--- src/rtl/door_game_pkg.sv ---
// Shared types, constants and helpers for the door game round sequencer.
package door_game_pkg;

    typedef enum logic [2:0] {
        ST_IDLE,
        ST_SELECT,
        ST_REVEAL,
        ST_SCORE,
        ST_CHECK,
        ST_OVER
    } round_state_t;

    typedef logic [1:0] door_idx_t;

    localparam int unsigned LFSR_W  = 8;
    localparam int unsigned SEC_W   = 4;
    localparam int unsigned LIVES_W = 2;
    localparam int unsigned WIN_W   = 2;

    localparam logic [WIN_W-1:0] WIN_NONE = 2'b00;
    localparam logic [WIN_W-1:0] WIN_P1   = 2'b01;
    localparam logic [WIN_W-1:0] WIN_P2   = 2'b10;
    localparam logic [WIN_W-1:0] WIN_TIE  = 2'b11;

    // Feedback taps for x^8 + x^6 + x^5 + x^4 + 1 (bits 7, 5, 4, 3).
    localparam logic [LFSR_W-1:0] LFSR_TAPS = 8'hB8;

    localparam door_idx_t POS_MAX = 2'd3;

    // Saturating player move; opposing pulses in the same cycle cancel.
    function automatic door_idx_t move_pos(door_idx_t pos, logic left, logic right);
        door_idx_t res;
        res = pos;
        if (left && !right && (pos != 2'd0)) begin
            res = pos - 2'd1;
        end else if (right && !left && (pos != POS_MAX)) begin
            res = pos + 2'd1;
        end
        return res;
    endfunction

endpackage

--- src/rtl/lfsr8.sv ---
// 8-bit Fibonacci LFSR used as the door randomiser.
module lfsr8
    import door_game_pkg::*;
#(
    parameter logic [LFSR_W-1:0] SEED = 8'hA5
) (
    input  logic              clk,
    input  logic              reset,
    input  logic              en,
    output logic [LFSR_W-1:0] q
);

    logic feedback;

    assign feedback = ^(q & LFSR_TAPS);

    // Shift left, feeding the tap parity into bit 0.
    always_ff @(posedge clk or negedge reset) begin
        if (!reset) begin
            q <= SEED;
        end else if (en) begin
            q <= {q[LFSR_W-2:0], feedback};
        end
    end

endmodule

--- src/rtl/door_round_controller.sv ---
// Round sequencer for the door game: door choice, countdown, moves, scoring.
module door_round_controller
    import door_game_pkg::*;
#(
    parameter int unsigned       ROUND_TICKS  = 10,
    parameter int unsigned       REVEAL_TICKS = 3,
    parameter int unsigned       START_LIVES  = 3,
    parameter logic [LFSR_W-1:0] LFSR_SEED    = 8'hA5
) (
    input  logic               clk,
    input  logic               reset,
    input  logic               tick,
    input  logic               start,
    input  logic               p1_left,
    input  logic               p1_right,
    input  logic               p2_left,
    input  logic               p2_right,
    output logic [1:0]         correct_door_1,
    output logic [1:0]         correct_door_2,
    output logic [1:0]         player_1_pos,
    output logic [1:0]         player_2_pos,
    output logic [LIVES_W-1:0] p1_lives,
    output logic [LIVES_W-1:0] p2_lives,
    output logic               time_up,
    output logic [SEC_W-1:0]   seconds_left,
    output logic               game_over,
    output logic [WIN_W-1:0]   winner
);

    localparam logic [LIVES_W-1:0] LIVES_INIT  = LIVES_W'(START_LIVES);
    localparam logic [SEC_W-1:0]   SEC_INIT    = SEC_W'(ROUND_TICKS);
    localparam logic [SEC_W-1:0]   REVEAL_LAST = SEC_W'(REVEAL_TICKS - 1);

    round_state_t       state, state_nxt;
    logic [SEC_W-1:0]   reveal_cnt, reveal_cnt_nxt;
    door_idx_t          door_1_nxt, door_2_nxt;
    door_idx_t          pos_1_nxt, pos_2_nxt;
    logic [LIVES_W-1:0] lives_1_nxt, lives_2_nxt;
    logic               time_up_nxt;
    logic [SEC_W-1:0]   seconds_nxt;
    logic               game_over_nxt;
    logic [WIN_W-1:0]   winner_nxt;
    logic               new_round;

    logic [LFSR_W-1:0]  lfsr_q;
    logic               lfsr_unused;
    door_idx_t          pick_1, pick_2;
    logic               miss_1, miss_2;

    lfsr8 #(
        .SEED (LFSR_SEED)
    ) u_lfsr (
        .clk   (clk),
        .reset (reset),
        .en    (1'b1),
        .q     (lfsr_q)
    );

    // Upper LFSR bits only feed the shift chain, never the door choice.
    assign lfsr_unused = ^lfsr_q[LFSR_W-1:4];

    // Door candidates; a clash on the second door bumps it to the next index.
    assign pick_1 = lfsr_q[1:0];
    assign pick_2 = (lfsr_q[3:2] == lfsr_q[1:0]) ? (lfsr_q[1:0] + 2'd1) : lfsr_q[3:2];

    assign miss_1 = (player_1_pos != correct_door_1) && (player_1_pos != correct_door_2);
    assign miss_2 = (player_2_pos != correct_door_1) && (player_2_pos != correct_door_2);

    // Next-state and next-output decode.
    always_comb begin
        state_nxt      = state;
        reveal_cnt_nxt = reveal_cnt;
        door_1_nxt     = correct_door_1;
        door_2_nxt     = correct_door_2;
        pos_1_nxt      = player_1_pos;
        pos_2_nxt      = player_2_pos;
        lives_1_nxt    = p1_lives;
        lives_2_nxt    = p2_lives;
        time_up_nxt    = time_up;
        seconds_nxt    = seconds_left;
        game_over_nxt  = game_over;
        winner_nxt     = winner;
        new_round      = 1'b0;

        case (state)
            ST_IDLE: begin
                lives_1_nxt = LIVES_INIT;
                lives_2_nxt = LIVES_INIT;
                if (start) begin
                    state_nxt = ST_SELECT;
                    new_round = 1'b1;
                end
            end
            ST_SELECT: begin
                pos_1_nxt = move_pos(player_1_pos, p1_left, p1_right);
                pos_2_nxt = move_pos(player_2_pos, p2_left, p2_right);
                if (tick) begin
                    seconds_nxt = seconds_left - SEC_W'(1);
                    if (seconds_left == SEC_W'(1)) begin
                        state_nxt      = ST_REVEAL;
                        time_up_nxt    = 1'b1;
                        reveal_cnt_nxt = '0;
                    end
                end
            end
            ST_REVEAL: begin
                if (tick) begin
                    if (reveal_cnt == REVEAL_LAST) begin
                        state_nxt      = ST_SCORE;
                        time_up_nxt    = 1'b0;
                        reveal_cnt_nxt = '0;
                    end else begin
                        reveal_cnt_nxt = reveal_cnt + SEC_W'(1);
                    end
                end
            end
            ST_SCORE: begin
                if (miss_1 && (p1_lives != '0)) begin
                    lives_1_nxt = p1_lives - LIVES_W'(1);
                end
                if (miss_2 && (p2_lives != '0)) begin
                    lives_2_nxt = p2_lives - LIVES_W'(1);
                end
                state_nxt = ST_CHECK;
            end
            ST_CHECK: begin
                if ((p1_lives == '0) || (p2_lives == '0)) begin
                    state_nxt     = ST_OVER;
                    game_over_nxt = 1'b1;
                    if ((p1_lives == '0) && (p2_lives == '0)) begin
                        winner_nxt = WIN_TIE;
                    end else if (p1_lives == '0) begin
                        winner_nxt = WIN_P2;
                    end else begin
                        winner_nxt = WIN_P1;
                    end
                end else begin
                    state_nxt = ST_SELECT;
                    new_round = 1'b1;
                end
            end
            ST_OVER: begin
                if (start) begin
                    lives_1_nxt   = LIVES_INIT;
                    lives_2_nxt   = LIVES_INIT;
                    winner_nxt    = WIN_NONE;
                    game_over_nxt = 1'b0;
                    state_nxt     = ST_SELECT;
                    new_round     = 1'b1;
                end
            end
            default: begin
                state_nxt = ST_IDLE;
            end
        endcase

        if (new_round) begin
            door_1_nxt  = pick_1;
            door_2_nxt  = pick_2;
            pos_1_nxt   = 2'd0;
            pos_2_nxt   = 2'd0;
            seconds_nxt = SEC_INIT;
        end
    end

    // State and output registers.
    always_ff @(posedge clk or negedge reset) begin
        if (!reset) begin
            state          <= ST_IDLE;
            reveal_cnt     <= '0;
            correct_door_1 <= 2'd0;
            correct_door_2 <= 2'd1;
            player_1_pos   <= 2'd0;
            player_2_pos   <= 2'd0;
            p1_lives       <= LIVES_INIT;
            p2_lives       <= LIVES_INIT;
            time_up        <= 1'b0;
            seconds_left   <= '0;
            game_over      <= 1'b0;
            winner         <= WIN_NONE;
        end else begin
            state          <= state_nxt;
            reveal_cnt     <= reveal_cnt_nxt;
            correct_door_1 <= door_1_nxt;
            correct_door_2 <= door_2_nxt;
            player_1_pos   <= pos_1_nxt;
            player_2_pos   <= pos_2_nxt;
            p1_lives       <= lives_1_nxt;
            p2_lives       <= lives_2_nxt;
            time_up        <= time_up_nxt;
            seconds_left   <= seconds_nxt;
            game_over      <= game_over_nxt;
            winner         <= winner_nxt;
        end
    end

endmodule
--- config.mk ---
export PLATFORM = sky130hd
export DESIGN_NAME = door_round_controller
export DESIGN_NICKNAME = d
export VERILOG_FILES = /design/src/rtl/door_game_pkg.sv /design/src/rtl/lfsr8.sv /design/src/rtl/door_round_controller.sv
export SDC_FILE = /design/constraint.sdc
export NUM_CORES = 1
export LEC_CHECK = 0
export CORE_ASPECT_RATIO = 2
export CORE_MARGIN = 1.5
export CORE_UTILIZATION = 45
export CTS_CLUSTER_DIAMETER = 80
export DETAILED_ROUTE_END_ITERATION = 6
export HOLD_SLACK_MARGIN = 0.12
export PLACE_DENSITY = 0.68
export RECOVER_POWER = 50
export SYNTH_ARGS = -nofsm -noshare
export SYNTH_HDL_FRONTEND = slang
export SYNTH_SLANG_ARGS = --single-unit
--- constraint.sdc ---
create_clock -name clk -period 2.1 [get_ports clk]
set_input_delay 0.42 -clock clk [delete_from_list [all_inputs] [get_ports clk]]
set_output_delay 0.42 -clock clk [all_outputs]
set_load 0.05 [all_outputs]
==> results.cfg <==
[run_status]
status = complete, no violations

[worst_setup_path]
crit_slowest_cell = clkdlybuf4s50_1
max_stage_delay_ns = 0.80
critPathTopFamily = buffers and inverters
cp-end-kind = primary output
path_max_fanout = 2
critical_path_depth = 1
crit_chain = clkdlybuf4s50_1
cp-start-kind = flip-flop
crit_buf_inv = 1
cp.required_ns = 1.68
arrival_ns = 1.62
worstSetupPathType = flip-flop to primary output
r2r_cells = 7

[clocking]
clk-insertion-delay-late_ns = 0.29
cts_sinks = 35
htree_levels = 2
cts_setup_buffers = 0
cts_buffers = 5
cts_tree = done
clk_path_buf_depth = 2
root_buffer = clkbuf_8
clk_pin_slew_ns = 0.08

[drt]
drc = 0
wl_per_cell_um = 15.3
drt_iter0_drc = 24
ant_nets = 0
vias_per_cell = 5.64
num_vias = 1490
firstDrtPassIters = 4
wl_mm = 4.04

[timing]
setup_tns_ns = 0
rsz0062_at_grt = false
hold_slack_ns = 0.366
min_period_ns = 2.04
tightest_slew_ns = 0.883
fin_skew_ns = 0.00804
slew_violations = 0
slew_headroom = 0.412
fmax_mhz = 491
fin_crit_sh = 0.971
setup_viol = 0
finalHoldViolations = 0

[run]
max_cap_viol_count = 0

[floorplanning]
dieHeight_um = 94.2
die_x_um = 48.6
ios = 28
core-area_um2 = 4050
placementRows = 33
dieArea_um2 = 4580
start_util = 0.463

[final_layout]
multiInputGateArea_um2 = 917
fin_util = 0.572
nets = 225
syn2layout_area_growth_pct = 23.7
final_common_cell = dfrtp_1
fillers = 393
n_antenna_cell = 0
regArea_um2 = 887
drive_gt1_frac = 0.184
layout.cells.most_common_list = 26 x dfrtp_1, 20 x clkdlybuf4s50_1, 13 x o21ai_0, 13 x nor2_1

[grt]
grt_usage = 0.191
grt_pass1_vias = 1531
grt_pass1_wl_mm = 6.75
grt.overflow.total = 0
grt_antenna_before_repair = 0
grt_max_degree = 36

[yosys]
ys_types = 47
async_flop_share = 1.00
synth-warning-count = 0
synth_cells = 177
synth_ff_type = dfrtp_1
ys_ff_latch = 35
syn_area_per_cell_um2 = 10.6
synth-edff-count = 0
ys_seq_area_frac = 0.474
synth_nets = 191
netlist_area_um2 = 1870

[placement]
port_buffers = 27
gp_congestion = 0.791
hpwlAfterDp_mm = 2.91

[power]
worst_ir_drop_vdd_mv = 0.957
finalPower_w = 0.00331
power_density_nw_per_um2 = 1430
leakage_nw = 1.00

[worst_hold_path]
hold_path_depth = 0
hold_class = flip-flop to flip-flop
[through the flow]
stage | cell area [um2] | worst slack (ns) | cells
2_1_floorplan | 1870 | 0.00393 | 177
3_3_place_gp | 2200 | 0.104 | 256
3_5_place_dp | 2200 | 0.0629 | 256
4_1_cts | 2320 | 0.0472 | 264
5_1_grt | 2320 | 0.00668 | 264
6_report | 2320 | 0.0614 | 264
[final cells by class]
cell class | count | share of cell area
clock buffer | 5 | 0.0297
clock inverter | 3 | 0.0189
inverter | 8 | 0.0130
multi-input combinational | 128 | 0.396
sequential | 35 | 0.383
tap | 52 | 0.0281
timing repair buffer | 33 | 0.131
[Yosys cell counts (3+ instances only)]
master    number  area share
a21oi_1        8       0.021
nand2b_1       8       0.027
nand2_1       12       0.024
o22ai_1        3       0.010
dfstp_2        9        0.13
xnor2_1       12       0.056
inv_1          8       0.016
nand3b_1       3       0.012
xor2_1         5       0.023
nor2_1        13       0.026
a311oi_2       3       0.024
ha_1           6       0.040
nor2b_1        5       0.017
buf_2          3      0.0080
o21ai_0       13       0.035
dfrtp_1       26        0.35
[sequential cells by signal, indices dropped and copies added, names as in the netlist]
signal / flops
u_lfsr.q: 8
reveal_cnt: 4
seconds_left: 4
state: 3
correct_door_1: 2
correct_door_2: 2
p1_lives: 2
p2_lives: 2
player_1_pos: 2
player_2_pos: 2
winner: 2
game_over: 1
time_up: 1
[worst paths after layout]
path                                         start                             to  slack (ns)
setup / recovery           p2_lives[1]$_DFFE_PN1P_                    p2_lives[1]        0.06
hold / removal               u_lfsr.q[6]$_DFF_PN0_          u_lfsr.q[7]$_DFF_PN1_        0.37
setup reg to reg           p2_lives[0]$_DFFE_PN1P_  correct_door_1[1]$_DFFE_PN0P_        0.14
hold reg to reg              u_lfsr.q[6]$_DFF_PN0_          u_lfsr.q[7]$_DFF_PN1_        0.37
max in group asynchronous                    reset      reveal_cnt[3]$_DFFE_PN0P_        0.76
min in group asynchronous                    reset  correct_door_1[0]$_DFFE_PN0P_        0.78
[report_power, final]
group	switching (W)	total, W	internal (W)
combinational	0.000991	0.00164	0.000645
clock	0.000260	0.000613	0.000354
sequential	0.000208	0.00106	0.000855
[per-layer routing]
layer,GRT usage,up-vias,wire length [um]
met5,0,-,0
met4,0.110,0,132
met3,0.0350,16,127
met2,0.355,35,2290
met1,0.196,752,1490
li1,-,687,-
[what timing repair did]
| action | in CTS | in global routing |
|---|---|---|
| hold buffers | 0 | 0 |
| gates resized for setup | 0 | 2 |
| endpoints found under the setup margin | 0 | 2 |
[kinds of logic after synthesis]
logic type / after synthesis / synth area share
AOI/OAI and AO/OA: 45 / 0.169
muxes: 6 / 0.0388
adders and majority gates: 6 / 0.0401
buffers and inverters: 14 / 0.0361
and+or+nand+nor: 54 / 0.162
xor gates and xnor gates: 17 / 0.0795
DFF: 35 / 0.474
Note: power is estimated with default switching activity, not from simulation.
